--- config.mk ---
export PLATFORM = sky130hd
export DESIGN_NAME = calc_sequencer
export DESIGN_NICKNAME = d
export VERILOG_FILES = /design/src/rtl/calc_pkg.sv /design/src/rtl/calc_bin2bcd.sv /design/src/rtl/calc_sequencer.sv
export SDC_FILE = /design/constraint.sdc
export NUM_CORES = 1
export LEC_CHECK = 0
export CAP_MARGIN = 20
export CELL_PAD_IN_SITES_DETAIL_PLACEMENT = 1
export CELL_PAD_IN_SITES_GLOBAL_PLACEMENT = 2
export CORE_ASPECT_RATIO = 2
export CORE_MARGIN = 2
export CORE_UTILIZATION = 46
export CTS_BUF_LIST = sky130_fd_sc_hd__clkbuf_8
export DETAILED_ROUTE_END_ITERATION = 7
export DONT_BUFFER_PORTS = 1
export HOLD_SLACK_MARGIN = 0.15
export PLACE_DENSITY_LB_ADDON = 0.25
export SETUP_SLACK_MARGIN = 0.15
export SLEW_MARGIN = 20
export SYNTH_ARGS = -nofsm -noshare
export SYNTH_HDL_FRONTEND = slang
export SYNTH_HIERARCHICAL = 1
export SYNTH_SLANG_ARGS = --single-unit
--- constraint.sdc ---
create_clock -name clk_in -period 7.2 [get_ports clk_in]
set_input_delay 1.08 -clock clk_in [delete_from_list [all_inputs] [get_ports clk_in]]
set_output_delay 1.08 -clock clk_in [all_outputs]
set_load 0.05 [all_outputs]
--- src/rtl/calc_pkg.sv ---
// rtl/calc_pkg.sv - shared types, constants and helpers for the calculator sequencer
// Purpose: sequencer state encoding, ALU op-code encoding, operand width,
//          largest displayable value and small BCD helper functions.
// Ports:   none (package).
package calc_pkg;

   localparam int OPW       = 14;
   localparam int MAX_VALUE = 9999;

   typedef enum logic [2:0] {
      ENTER_A,
      ENTER_B,
      EXEC,
      WAIT,
      CONVERT,
      SHOW,
      ERROR
   } state_t;

   typedef enum logic [1:0] {
      OP_ADD = 2'd0,
      OP_SUB = 2'd1,
      OP_MUL = 2'd2,
      OP_DIV = 2'd3
   } op_t;

   // Digit increment without carry into the next digit.
   function automatic logic [3:0] bcd_inc(input logic [3:0] d);
      return (d == 4'd9) ? 4'd0 : d + 4'd1;
   endfunction

   // Double-dabble correction step for one BCD digit.
   function automatic logic [3:0] add3(input logic [3:0] d);
      return (d >= 4'd5) ? d + 4'd3 : d;
   endfunction

   // Four BCD digits (thousands in [15:12]) to binary; 9999 fits in OPW bits.
   function automatic logic [OPW-1:0] bcd_to_bin(input logic [15:0] d);
      return OPW'(d[15:12]) * OPW'(1000) + OPW'(d[11:8]) * OPW'(100)
           + OPW'(d[7:4]) * OPW'(10) + OPW'(d[3:0]);
   endfunction

endpackage

--- src/rtl/calc_bin2bcd.sv ---
// rtl/calc_bin2bcd.sv - iterative shift-add-3 binary to BCD converter
// Purpose: converts a 0..9999 binary value to four BCD digits, one bit per cycle.
//          o_done is high during the 14th cycle after i_start and o_bcd is
//          valid in that same cycle.
// Ports:   clk_in, reset (async, active low), i_start/i_bin (load request and
//          value), o_done/o_bcd (result strobe and digits, thousands in [15:12]).
module calc_bin2bcd
   import calc_pkg::*;
(
   input  logic           clk_in,
   input  logic           reset,
   input  logic           i_start,
   input  logic [OPW-1:0] i_bin,
   output logic           o_done,
   output logic [15:0]    o_bcd
);

   // Only 15 BCD bits are stored: every partial value is at most 4999, so the
   // thousands digit stays below 5 (no correction, never needs bit 15) until
   // the final step, which is presented combinationally and not stored.
   logic [14:0]    r_bcd;
   logic [OPW-1:0] r_bin;
   logic [3:0]     r_cnt;
   logic           r_busy;
   logic [11:0]    w_adj;

   assign w_adj  = {add3(r_bcd[11:8]), add3(r_bcd[7:4]), add3(r_bcd[3:0])};
   assign o_bcd  = {r_bcd[14:12], w_adj, r_bin[OPW-1]};
   assign o_done = r_busy && (r_cnt == 4'(OPW - 1));

   always_ff @(posedge clk_in or negedge reset) begin
      if (!reset) begin
         r_bcd  <= '0;
         r_bin  <= '0;
         r_cnt  <= '0;
         r_busy <= 1'b0;
      end else if (i_start) begin
         r_bcd  <= '0;
         r_bin  <= i_bin;
         r_cnt  <= '0;
         r_busy <= 1'b1;
      end else if (r_busy) begin
         if (o_done) begin
            r_busy <= 1'b0;
         end else begin
            r_bcd <= o_bcd[14:0];
            r_bin <= {r_bin[OPW-2:0], 1'b0};
            r_cnt <= r_cnt + 4'd1;
         end
      end
   end

endmodule

--- src/rtl/calc_sequencer.sv ---
// rtl/calc_sequencer.sv - four-digit button calculator sequencer driving an external ALU
// Purpose: debounced-edge button decode, operand entry in BCD, ALU handshake
//          with timeout, result conversion to BCD and error display.
// Ports:   clk_in/reset (async, active low); btn_in[8:0] raw buttons
//          (0..3 digit increment, 4..7 add/sub/mul/div, 8 equals/clear);
//          alu_start/alu_op/alu_a/alu_b to the ALU; alu_done/alu_result/
//          alu_neg/alu_err from the ALU; digit1..digit4 display (ones first);
//          busy/err/neg status.
module calc_sequencer
   import calc_pkg::*;
#(
   parameter int ALU_TIMEOUT = 64,
   parameter int SYNC_STAGES = 2
)
(
   input  logic           clk_in,
   input  logic           reset,
   input  logic [8:0]     btn_in,
   output logic           alu_start,
   output logic [1:0]     alu_op,
   output logic [OPW-1:0] alu_a,
   output logic [OPW-1:0] alu_b,
   input  logic           alu_done,
   input  logic [OPW-1:0] alu_result,
   input  logic           alu_neg,
   input  logic           alu_err,
   output logic [3:0]     digit1,
   output logic [3:0]     digit2,
   output logic [3:0]     digit3,
   output logic [3:0]     digit4,
   output logic           busy,
   output logic           err,
   output logic           neg
);

   localparam int TW = (ALU_TIMEOUT > 1) ? $clog2(ALU_TIMEOUT) : 1;

   logic [SYNC_STAGES-1:0][8:0] r_sync;
   logic [8:0]                  r_btn_prev;
   state_t                      r_state, w_state_nxt;
   logic [3:0][3:0]             r_dig, w_dig_nxt, w_dig_inc;
   op_t                         r_op, w_op_nxt;
   logic [OPW-1:0]              r_a, w_a_nxt, r_b, w_b_nxt;
   logic                        r_neg, w_neg_nxt;
   logic [TW-1:0]               r_tmo, w_tmo_nxt;

   logic [8:0]  w_rise;
   logic        w_evt_valid;
   logic [3:0]  w_evt_idx;
   logic        w_is_dig, w_is_op, w_is_eq;
   logic [1:0]  w_dig_sel;
   op_t         w_evt_op;
   logic        w_conv_start, w_conv_done;
   logic [15:0] w_conv_bcd;

   assign w_rise = r_sync[SYNC_STAGES-1] & ~r_btn_prev;

   // Descending scan so the lowest-numbered button wins a same-cycle tie.
   always_comb begin
      w_evt_valid = 1'b0;
      w_evt_idx   = 4'd0;
      for (int i = 8; i >= 0; i--) begin
         if (w_rise[i]) begin
            w_evt_valid = 1'b1;
            w_evt_idx   = 4'(i);
         end
      end
   end

   assign w_is_dig  = w_evt_valid && (w_evt_idx < 4'd4);
   assign w_is_op   = w_evt_valid && (w_evt_idx >= 4'd4) && (w_evt_idx < 4'd8);
   assign w_is_eq   = w_evt_valid && (w_evt_idx == 4'd8);
   assign w_dig_sel = w_evt_idx[1:0];
   assign w_evt_op  = op_t'(w_evt_idx[1:0]);

   calc_bin2bcd u_bin2bcd (
      .clk_in  (clk_in),
      .reset   (reset),
      .i_start (w_conv_start),
      .i_bin   (alu_result),
      .o_done  (w_conv_done),
      .o_bcd   (w_conv_bcd)
   );

   always_comb begin
      w_state_nxt  = r_state;
      w_dig_nxt    = r_dig;
      w_op_nxt     = r_op;
      w_a_nxt      = r_a;
      w_b_nxt      = r_b;
      w_neg_nxt    = r_neg;
      w_tmo_nxt    = r_tmo;
      w_conv_start = 1'b0;
      w_dig_inc    = r_dig;
      w_dig_inc[w_dig_sel] = bcd_inc(r_dig[w_dig_sel]);

      case (r_state)
         ENTER_A: begin
            if (w_is_dig) begin
               w_dig_nxt = w_dig_inc;
            end else if (w_is_op) begin
               w_op_nxt    = w_evt_op;
               w_a_nxt     = bcd_to_bin(r_dig);
               w_dig_nxt   = '0;
               w_state_nxt = ENTER_B;
            end
         end
         ENTER_B: begin
            if (w_is_dig) begin
               w_dig_nxt = w_dig_inc;
            end else if (w_is_op) begin
               w_op_nxt = w_evt_op;
            end else if (w_is_eq) begin
               w_b_nxt     = bcd_to_bin(r_dig);
               w_state_nxt = EXEC;
            end
         end
         EXEC: begin
            w_tmo_nxt   = '0;
            w_state_nxt = WAIT;
         end
         WAIT: begin
            if (alu_done) begin
               if (alu_err || (alu_result > OPW'(MAX_VALUE))) begin
                  w_dig_nxt   = '0;
                  w_neg_nxt   = 1'b0;
                  w_state_nxt = ERROR;
               end else begin
                  w_neg_nxt    = alu_neg;
                  w_conv_start = 1'b1;
                  w_state_nxt  = CONVERT;
               end
            end else if (r_tmo == TW'(ALU_TIMEOUT - 1)) begin
               w_dig_nxt   = '0;
               w_neg_nxt   = 1'b0;
               w_state_nxt = ERROR;
            end else begin
               w_tmo_nxt = r_tmo + 1'b1;
            end
         end
         CONVERT: begin
            if (w_conv_done) begin
               w_dig_nxt   = w_conv_bcd;
               w_state_nxt = SHOW;
            end
         end
         SHOW: begin
            if (w_is_dig) begin
               // Fresh entry: cleared digits plus the pressed increment.
               w_dig_nxt            = '0;
               w_dig_nxt[w_dig_sel] = 4'd1;
               w_neg_nxt            = 1'b0;
               w_state_nxt          = ENTER_A;
            end else if (w_is_op) begin
               // Chain on the displayed magnitude.
               w_op_nxt    = w_evt_op;
               w_a_nxt     = bcd_to_bin(r_dig);
               w_neg_nxt   = 1'b0;
               w_dig_nxt   = '0;
               w_state_nxt = ENTER_B;
            end
         end
         ERROR: begin
            w_dig_nxt = '0;
            w_neg_nxt = 1'b0;
            if (w_is_eq) begin
               w_state_nxt = ENTER_A;
            end
         end
         default: w_state_nxt = ENTER_A;
      endcase
   end

   always_ff @(posedge clk_in or negedge reset) begin
      if (!reset) begin
         r_sync     <= '0;
         r_btn_prev <= '0;
         r_state    <= ENTER_A;
         r_dig      <= '0;
         r_op       <= OP_ADD;
         r_a        <= '0;
         r_b        <= '0;
         r_neg      <= 1'b0;
         r_tmo      <= '0;
      end else begin
         r_sync     <= {r_sync[SYNC_STAGES-2:0], btn_in};
         r_btn_prev <= r_sync[SYNC_STAGES-1];
         r_state    <= w_state_nxt;
         r_dig      <= w_dig_nxt;
         r_op       <= w_op_nxt;
         r_a        <= w_a_nxt;
         r_b        <= w_b_nxt;
         r_neg      <= w_neg_nxt;
         r_tmo      <= w_tmo_nxt;
      end
   end

   assign alu_start = (r_state == EXEC);
   assign alu_op    = r_op;
   assign alu_a     = r_a;
   assign alu_b     = r_b;
   assign busy      = (r_state == EXEC) || (r_state == WAIT) || (r_state == CONVERT);
   assign err       = (r_state == ERROR);
   assign neg       = r_neg;
   assign digit1    = r_dig[0];
   assign digit2    = r_dig[1];
   assign digit3    = r_dig[2];
   assign digit4    = r_dig[3];

endmodule
== Word level (Yosys, flattened, before mapping) ==
Index checks and enable logic that the tools add are counted.
Storage, ports and cells
  register bits after elaboration: 117
  bits of input ports: 28
  output and inout bits: 50
  word-level logic and storage cells: 161
Cells by class
  add/sub/neg operators: 9
  $mul: 3
  order comparisons: 9
  eq/ne operators: 23
  multiplexer cells: 72
  bitwise logic cells: 4
  reduce and logical (&&, ||, !) cells: 24
Operators with widths (count)
  $mux W16: 8
  $pmux W16 S6: 1
  $mux W4: 18
  $mux W15: 3
  $mux W14: 3
  $mux W3: 10
  $pmux W3 S7: 1
  $mux W1: 20
  $bwmux W16: 1
  $ge A4 B3 Y1 const B: 4
  $add A14 B11 Y14: 1
  $add A14 B4 Y14: 1
  $add A14 B8 Y14: 1
  $gt A14 B14 Y1 const B: 1
  $ne A2 B2 Y1 const B: 7
  $add A4 B2 Y4 const B: 3
  $eq A4 B4 Y1 const B: 3
  $mux W6: 2
  $pmux W6 S2: 1
  $reduce_and A3 Y1: 4
  $mul A4 B7 Y11 const B: 1
  $and A9 B9 Y9: 1
  $eq A3 B3 Y1 const B: 3
  $mul A4 B5 Y9 const B: 1
  other kinds (30): 45

== Depth between registers and ports, before layout ==
Gate-level depths: netlist of the first run.
  word-level depth: 18
  gate-level depth with buffers: 18
  mapped depth without buffers: 18

== Cells and area by module ==
The synthesis of the first run kept the hierarchy.
Modules (own cells, without submodules)
  calc_sequencer: times used 1, cells an instance 594, area each 6038.3 µm²
  calc_bin2bcd: times used 1, cells an instance 244, area each 2043.2 µm²

== Worst setup path after synthesis of the first run ==
No wires, ideal clock.
  path kind: register -> register
  start point: reg r_dig (netlist bit digit4[2])
  end point: reg r_a[13] (netlist: alu_a[13])
  setup time: 125 ps
  arrival time: 4714 ps
  required time: 7075 ps
  setup slack: 2361 ps
  stages on the path, launching flop included: 18
  clock period less this slack: 4839 ps
  cells stage by stage: dfrtp_1 > fa_1 > inv_1 > fa_1 > inv_1 > ha_1 > a21oi_1 > o21bai_1 > xnor2_1 > ha_1 > ha_1 > ha_1 > or3_1 > a311o_1 > o211ai_1 > o21ai_0 > xnor2_1 > mux2_2
On the way
  cells in the longest elaborated chain, start to end: 4
Ends and longest elaborated chain
  start, declared: RTL line calc_sequencer.sv:41  | logic [3:0][3:0] r_dig, w_dig_nxt, w_dig_inc;
  start signal, assigned: RTL line calc_sequencer.sv:189  | r_dig <= w_dig_nxt;
  $mul A4 B7 Y11: RTL line calc_pkg.sv:39  | return OPW'(d[15:12]) * OPW'(1000) + OPW'(d[11:8]) * OPW'(100)
  $add A14 B11 Y14: RTL line calc_pkg.sv:39
  $add A14 B8 Y14: RTL line calc_pkg.sv:40  | + OPW'(d[7:4]) * OPW'(10) + OPW'(d[3:0]);
  $add A14 B4 Y14: RTL line calc_pkg.sv:40
  end signal, assigned: RTL line calc_sequencer.sv:191  | r_a <= w_a_nxt;
  end, declared: RTL line calc_sequencer.sv:43  | logic [OPW-1:0] r_a, w_a_nxt, r_b, w_b_nxt;
Every way passes these cells.
A chain may end at the register's enable or synchronous reset.

== Worst setup path in the final report of the first run ==
Same ends and word-level chain as after synthesis.

==> metrics.yaml, run 1 <==
status:
  run_status: "completed"
setup_path:
  required_ns: 7.54
  end_kind: "register"
  worstPathBufferInverterCount: 2
  crit_type: "register to register"
  worstPathMaxFanout: 11
  slowest_stage: "fa_1"
  reg2reg_from: "digit4[2]"
  rr_worst_depth: 16
  r2r_slack_ns: 1.93
  path_cells: "fa_1 -> inv_1 -> fa_1 -> inv_1 -> ha_1 -> a21oi_1 -> xnor2_1 -> ha_1 -> ha_1 -> ha_1 -> or3_1 -> a311o_1 -> o211ai_1 -> o21ai_0 -> xnor2_1 -> mux2_2"
  worstSetupStartpointType: "register"
  crit_family: "adder cells"
  cpMostUsedCell: "ha_1"
  cpPeakStageDelay_ns: 0.74
  cp.arrival_ns: 5.61
  timing.rr.end: "alu_a[13]"
global_route:
  antenna_found_initial: 0
  grt_pass1_vias: 7346
  use_met2_pct: 56.2
  use_met3_pct: 4.61
  grt_max_degree: 118
  grt_util_all_layers_pct: 28.3
  grt_util_met1_pct: 26.1
  grt_pass1_wl_um: 40500
  top_usage_layer: "met2"
  grt_overflow: 0
yosys:
  syn_avg_cell_area_um2: 9.64
  synthCells: 838
  synth_seq_cells: 117
  synth-main-ff-cell: "dfrtp_1"
  yosysWarnings: 6
  syn_nets: 944
  async_flop_share_pct: 100
  yosys.area.top_type: "dfrtp_1"
  synth.distinct_cells: 81
  synth_area_um2: 8080
  synth.top_cell.area_share_pct: 36.2
  ys_seq_area_share_pct: 36.2
  synth_edf_count: 0
  synth.area.top_cells: "dfrtp_1 (36%), ha_1 (9.4%), nand2_1 (4.4%), fa_1 (4.2%), mux2_2 (4.0%)"
clock_tree:
  post_cts_buffers: 0
  clock_path_buffers: 2
  cts_tree: "built"
  numCtsBuffers: 17
  clkLatencyLatePin_ns: 0.46
  htree_levels: 4
  cts_sinks: 117
  cts_hold_buffers: 0
  cts_root_buf: "clkbuf_8"
  clk_pin_slew_worst_paths_ns: 0.09
  cts_resized: 0
route:
  first_iter_violations: 218
  vias: 6626
  viasPerCell: 6.30
  drtAntennaViolNets: 0
  dr.pass1.iters: 5
  drt-total-wl_um: 25600
  drc: 0
  wire_per_inst_um: 24.3
finish:
  finalNetCount: 934
  layout_common_cells: "dfrtp_1 (117), nand2_1 (95), ha_1 (61)"
  diodes: 0
  area_growth_pct: 7.23
  drive_above_1_share_pct: 13.4
  layout_commonest_cell: "dfrtp_1"
placement:
  io_buffers: 0
  gp_congestion: 0.988
  place_hpwl_um: 19900
worst_hold_path:
  hp-class: "input pin to async pin"
floorplan:
  core-area_um2: 17300
  die_w_um: 97.7
  die_area_um2: 18700
  die_h_um: 191
  start_util_pct: 46.8
  rows: 68
  io_pins: 78
sta:
  slew_violations: 0
  skew_ns: 0.0217
  slew_headroom_pct: 29.4
  tns_ns: 0
  hold_violations: 0
  fmax_mhz: 190
  period_share_pct: 73.2
  rsz0062_at_grt: "no"
  tightest_slew_ns: 1.05
  finalSetupViolCount: 0
  period_minus_slack_ns: 5.27
run:
  drv_cap: 0
[per-layer routing]
metal  vias to the layer above  routed length (um)  part of all wire [%]
met2                       205               14700                    58
met1                      3344                8270                    32
li1                       2989                   -                     -
met5                         -                   0                     0
met3                        88                 945                   3.7
met4                         0                1620                   6.3
[stage by stage]
step                      util [%]  setup WS [ns]  hold slack [ns]  area [um2]  instances
after floorplan                  -           2.36            0.331        8080        838
after global placement        47.6           2.04            0.334        8210       1019
after detailed placement      47.6           1.90            0.337        8210       1019
after CTS                     50.2           1.87            0.295        8660       1051
after global routing          50.2           1.62            0.289        8670       1051
final                         50.2           1.93            0.308        8670       1051
[flip-flops by register name, summed over array words and instances, names as in the netlist, 6 cells and up]
signal / flops
alu_b: 14
r_tmo: 6
u_bin2bcd/r_bcd: 15
r_btn_prev: 9
u_bin2bcd/r_bin: 14
r_sync: 18
alu_a: 14
[synthesized netlist by cell type (8+ instances only)]
cell,n
clkbuf_1,17
nand2_1,95
a21oi_1,43
dfrtp_1,117
xnor2_1,14
or3_1,10
ha_1,61
buf_2,10
a31oi_1,9
o21ai_0,58
a221oi_1,8
fa_1,17
nor2b_1,27
nand2b_1,18
a211oi_1,10
a21o_1,13
nor2_1,35
nor3_1,12
nand3_1,31
mux2_2,29
inv_1,48
buf_4,8
[worst max path at each step]
stage	startpoint	end	slack (ns)	cells after the start
4_1_cts	digit4[2]	alu_a[13]	1.87	16
5_1_grt	digit4[2]	alu_b[13]	1.62	16
3_3_place_gp	digit4[2]	alu_a[13]	2.04	17
3_5_place_dp	digit4[2]	alu_a[13]	1.90	16
6_report	digit4[2]	alu_a[13]	1.93	16
2_1_floorplan	digit4[2]	alu_a[13]	2.36	17
[logic make-up after synthesis]
group                      share of synthesized area, %
AOI/OAI and AO/OA                                  20.7
adders and majority gates                          13.7
and+or+nand+nor                                    17.3
xor gates and xnor gates                           2.28
muxes                                              5.08
DFF                                                36.2
buffers and inverters                              4.75
[cell type report]
type | count | area, um2
clock buffer | 17 | 234
clock inverter | 15 | 215
fill | 1976 | 8610
inverter | 49 | 184
multi-input combinational | 634 | 4770
sequential | 117 | 2930
tap | 210 | 263
timing repair buffer | 9 | 67.6
Power of run 1 is left out: the tool's default activity adds up to more than one toggle a clock period on the data nets, which glitch-free logic cannot reach.
==> run 2, diff against run 1 <==
- CORE_UTILIZATION: 46 -> 42
- clock period: 7.2 -> 4.9 ns (I/O delays scaled with it)
==> run 2 against run 1 <==
Against the previous run: cell count grew 6.0%; core utilization shrank 3.1 points; first-iteration DRC count rose by 29%; die area is 9.2% higher; routed wire length increased by 1.4%; critical path depth increased by 1; clock-buffer cell count stayed put.
==> metrics.yaml, run 2 (synthesized netlist as in run 1, its figures left out) <==
floorplan:
  die_h_um: 200
  start_util_pct: 42.9
  die_area_um2: 20400
  core-area_um2: 18800
  rows: 71
  die_w_um: 102
  io_pins: 78
sta:
  skew_ns: 0.0156
  fmax_mhz: 218
  period_share_pct: 93.7
  fin_hold_ws_ns: 0.181
  tightest_slew_ns: 1.09
  period_minus_slack_ns: 4.59
  hold_violations: 0
  worst_slack_ns: 0.308
  slew_headroom_pct: 27.4
  slew_violations: 0
  finalSetupViolCount: 0
  rsz0062_at_grt: "no"
setup_path:
  cpPeakStageDelay_ns: 0.57
  cp.arrival_ns: 4.92
  worstSetupStartpointType: "register"
  slowest_stage: "fa_1"
  crit_family: "adder cells"
  worstPathMaxFanout: 4
  end_kind: "register"
  worstPathBufferInverterCount: 2
  path_cells: "fa_1 -> inv_1 -> fa_1 -> inv_1 -> ha_4 -> a21oi_2 -> o21bai_1 -> xnor2_1 -> ha_1 -> ha_1 -> ha_2 -> or3_1 -> a311o_1 -> o211ai_1 -> o21ai_1 -> xnor2_1 -> mux2_2"
  required_ns: 5.23
  crit_type: "register to register"
clock_tree:
  cts_tree: "built"
  numCtsBuffers: 17
  clkLatencyLatePin_ns: 0.45
  htree_levels: 4
  cts_root_buf: "clkbuf_8"
  cts_sinks: 117
  clk_pin_slew_worst_paths_ns: 0.09
  clock_path_buffers: 2
route:
  wl_met2_um: 15000
  maxUsedRoutingLayer: "met4"
  viasPerCell: 5.97
  wl_met1_um: 8060
  wire_per_inst_um: 23.3
  dr.pass1.iters: 5
  wl_met3_um: 874
  drtAntennaViolNets: 0
  vias: 6654
  drt-total-wl_um: 25900
  first_iter_violations: 282
  drc: 0
global_route:
  grt_max_degree: 118
  grt_pass1_vias: 7457
  grt_pass1_wl_um: 40900
  grt_util_all_layers_pct: 26.5
  grt_overflow: 0
  antenna_found_initial: 0
placement:
  place_hpwl_um: 20300
  placed_cells: 1078
  place_ws_ns: -0.0127
  io_buffers: 0
  gp_congestion: 0.945
finish:
  area_growth_pct: 9.69
  layout_common_cells: "dfrtp_1 (114), nand2_1 (95), ha_1 (59)"
  layout.cells.non_filler: 1114
  layout_commonest_cell: "dfrtp_1"
  finalNetCount: 952
  drive_above_1_share_pct: 16.2
  regMostFlops: "r_sync"
  diodes: 0
  top_regs: "r_sync: 18 flops, u_bin2bcd/r_bcd: 15 flops"
  largest_reg_flops: 18
status:
  run_status: "completed"
run:
  drv_cap: 0
worst_hold_path:
  hp-class: "input pin to async pin"
## run 2: cell count changes in the layout (fill, tap and decap cells not counted), sizes merged
cell      delta
inv          -1
buf         +18
clkinvlp     +3
bufinv       -2
## run 2: area by class of cell
type | count | area [um2]
clock inverter | 15 | 169
timing repair buffer | 27 | 223
inverter | 49 | 184
clock buffer | 17 | 234
sequential | 117 | 2930
tap | 255 | 319
multi-input combinational | 634 | 4800
fill | 2163 | 9970
## run 2: final timing paths
kind / startpoint / end / slack, ns / cells past startpoint
max: digit4[3] / alu_a[13] / 0.31 / 17
max in group asynchronous: reset / alu_b[13] / 4.13 / 1
max reg2reg: digit4[3] / alu_a[13] / 0.31 / 17
min in group clk_in: btn_in[8] / r_sync[8] / 0.31 / 0
min reg2reg: r_sync[2] / r_sync[11] / 0.35 / 0
min: reset / r_btn_prev[4] / 0.18 / 1
## run 2: metal layers
metal | track usage (%) | vias to the layer above
li1 | - | 3028
met1 | 23.1 | 3368
met2 | 51.6 | 176
met3 | 4.71 | 82
met4 | 17.8 | 0
met5 | 0 | -
## run 2: worst reg2reg max path: cells and delay by family (launching register included)
kind                       cells  cell delay, ns
adders and majority gates      6            2.15
AOI/OAI and AO/OA              5            0.78
DFF                            1            0.44
and+or+nand+nor                1            0.37
xor gates and xnor gates       2            0.29
muxes                          1            0.28
buffers and inverters          2            0.16
## run 2: repair_timing
action / in CTS / in global routing
setup buffers: 3 / 0
pin swaps: 3 / 3
resized for setup: 3 / 4
endpoints found under the setup margin: 2 / 6
hold buffers: 1 / 0
endpoints found under the hold margin: 117 / 0
## run 2: per-stage QoR
stage               cell area [um2]  setup TNS (ns)  utilization [%]
global route                   8860               0             47.1
finish                         8860               0             47.1
global placement               8380               0             44.5
detailed placement             8380         -0.0251             44.5
CTS                            8840               0             46.9
floorplan                      8090               0                -
Power of run 2 is left out for the same reason.
==> run 3, diff against run 2 <==
- CAP_MARGIN: 20 -> unset
- GPL_TIMING_DRIVEN: unset -> 0
- PLACE_DENSITY_LB_ADDON: 0.25 -> 0.1
==> run 3 against run 2 <==
Against the previous run: first-iteration DRC count decreased by 23%; hold slack lost 0.025 ns; critical path depth fell by 1; core utilization rose by 1.3 points; clock skew down 0.0034 ns; cell count increased by 1.8%; critical endpoint is now alu_b[13].
==> metrics.yaml, run 3 (synthesized netlist as in run 1, its figures left out) <==
sta:
  skew_ns: 0.0122
  slew_violations: 0
  finalSetupViolCount: 0
  fmax_mhz: 208
  tightest_slew_ns: 1.10
  hold_violations: 0
  period_share_pct: 98.0
  period_minus_slack_ns: 4.80
  rsz0062_at_grt: "yes"
  slew_headroom_pct: 26.1
placement:
  io_buffers: 0
  placed_cells: 1093
  place_hpwl_um: 21200
  gp_congestion: 0.945
  dpl_cell_area_um2: 8400
clock_tree:
  clkLatencyLatePin_ns: 0.46
  clk_pin_slew_worst_paths_ns: 0.08
  cts_sinks: 117
  cts_tree: "built"
  numCtsBuffers: 17
  clock_path_buffers: 2
  cts_root_buf: "clkbuf_8"
  htree_levels: 4
global_route:
  grt_pass1_vias: 7658
  grt_pass1_wl_um: 42400
  grt_max_degree: 118
  grt_overflow: 0
  antenna_found_initial: 0
  grt_util_all_layers_pct: 27.6
route:
  drc: 0
  vias: 6705
  drt-total-wl_um: 27100
  dr.pass1.iters: 4
  viasPerCell: 5.91
  first_iter_violations: 217
  wire_per_inst_um: 23.9
  drtAntennaViolNets: 0
setup_path:
  required_ns: 5.25
  worstSetupStartpointType: "register"
  end_kind: "register"
  rr_worst_depth: 16
  worstPathMaxFanout: 7
  cp.arrival_ns: 5.15
  crit_type: "register to register"
floorplan:
  die_area_um2: 20400
  rows: 71
  core-area_um2: 18800
  die_w_um: 102
  die_h_um: 200
  start_util_pct: 42.9
  io_pins: 78
finish:
  largest_reg_flops: 18
  area_growth_pct: 12.8
  regMostFlops: "r_sync"
  layout_commonest_cell: "dfrtp_1"
  layout_common_cells: "dfrtp_1 (109), nand2_1 (95), o21ai_0 (57)"
  top_regs: "r_sync: 18 flops, u_bin2bcd/r_bcd: 15 flops"
  final_area_um2: 9120
  drive_above_1_share_pct: 17.6
  layout.cells.non_filler: 1134
  finalNetCount: 972
  diodes: 0
worst_hold_path:
  hp-class: "input pin to async pin"
status:
  run_status: "completed"
run:
  drv_cap: 0
[run 3: changes by cell type in the layout (fill, tap and decap cells not counted), moves of 4 or more]
| cell | previous run | this run |
|---|---|---|
| clkbuf_1 | 0 | 17 |
| buf_4 | 26 | 13 |
| buf_2 | 0 | 10 |
| dfrtp_1 | 114 | 109 |
| dfrtp_4 | 0 | 5 |
| ha_1 | 59 | 55 |
| ha_4 | 1 | 5 |
| xnor2_1 | 14 | 10 |
[run 3: critical path, stage by stage (launching register included)]
cell and delay [ns]:
dfrtp_4 0.61, fa_2 0.62, inv_2 0.05, fa_1 0.50
inv_2 0.05, ha_4 0.26, a21oi_4 0.16, xnor2_2 0.15
ha_1 0.27, ha_1 0.31, ha_2 0.22, or3_4 0.37
a311o_1 0.29, o211ai_1 0.17, o21ai_2 0.13, xnor2_2 0.21
mux2_4 0.31
[run 3: area by class of cell]
class,instances,area (um2)
fill,2167,9720
inverter,49,184
clock inverter,15,216
tap,255,319
clock buffer,17,234
sequential,117,2950
multi-input combinational,634,4920
timing repair buffer,9,91.3
buffer,38,200
[run 3: worst paths after layout]
check                          start         end  slack, ns
max                        digit4[1]   alu_b[13]        0.1
min                            reset   digit1[2]       0.16
max reg2reg                digit4[1]   alu_b[13]        0.1
min reg2reg                r_sync[1]  r_sync[10]       0.35
max in group asynchronous      reset   digit2[0]       4.09
min in group clk_in        btn_in[8]   r_sync[8]       0.31
[run 3: what timing repair did]
action,in CTS,in global routing
hold buffers,1,0
pin swaps,15,10
setup endpoints to repair,8,6
endpoints found under the hold margin,117,0
buffers inserted,5,3
resized for setup,29,6
[run 3: stage by stage]
stage / setup slack [ns] / hold WS [ns] / TNS, ns / utilization (%)
after CTS: 0.0854 / 0.259 / 0 / 48.0
after global routing: 0.0230 / 0.212 / 0 / 48.4
after detailed placement: -0.534 / 0.340 / -1.97 / 44.6
final: 0.0989 / 0.156 / 0 / 48.4
after global placement: -0.507 / 0.336 / -1.72 / 44.6
after floorplan: 0.224 / 0.331 / 0 / -
[run 3: layer usage]
metal	share of wire (%)	global-route usage, %	wire (um)	up-vias
met2	59	53.9	16000	163
met1	31	24.2	8420	3389
met5	0	0	0	-
met3	2.8	4.05	750	88
met4	7.0	19.0	1890	0
li1	-	-	-	3065
Power of run 3 is left out for the same reason.
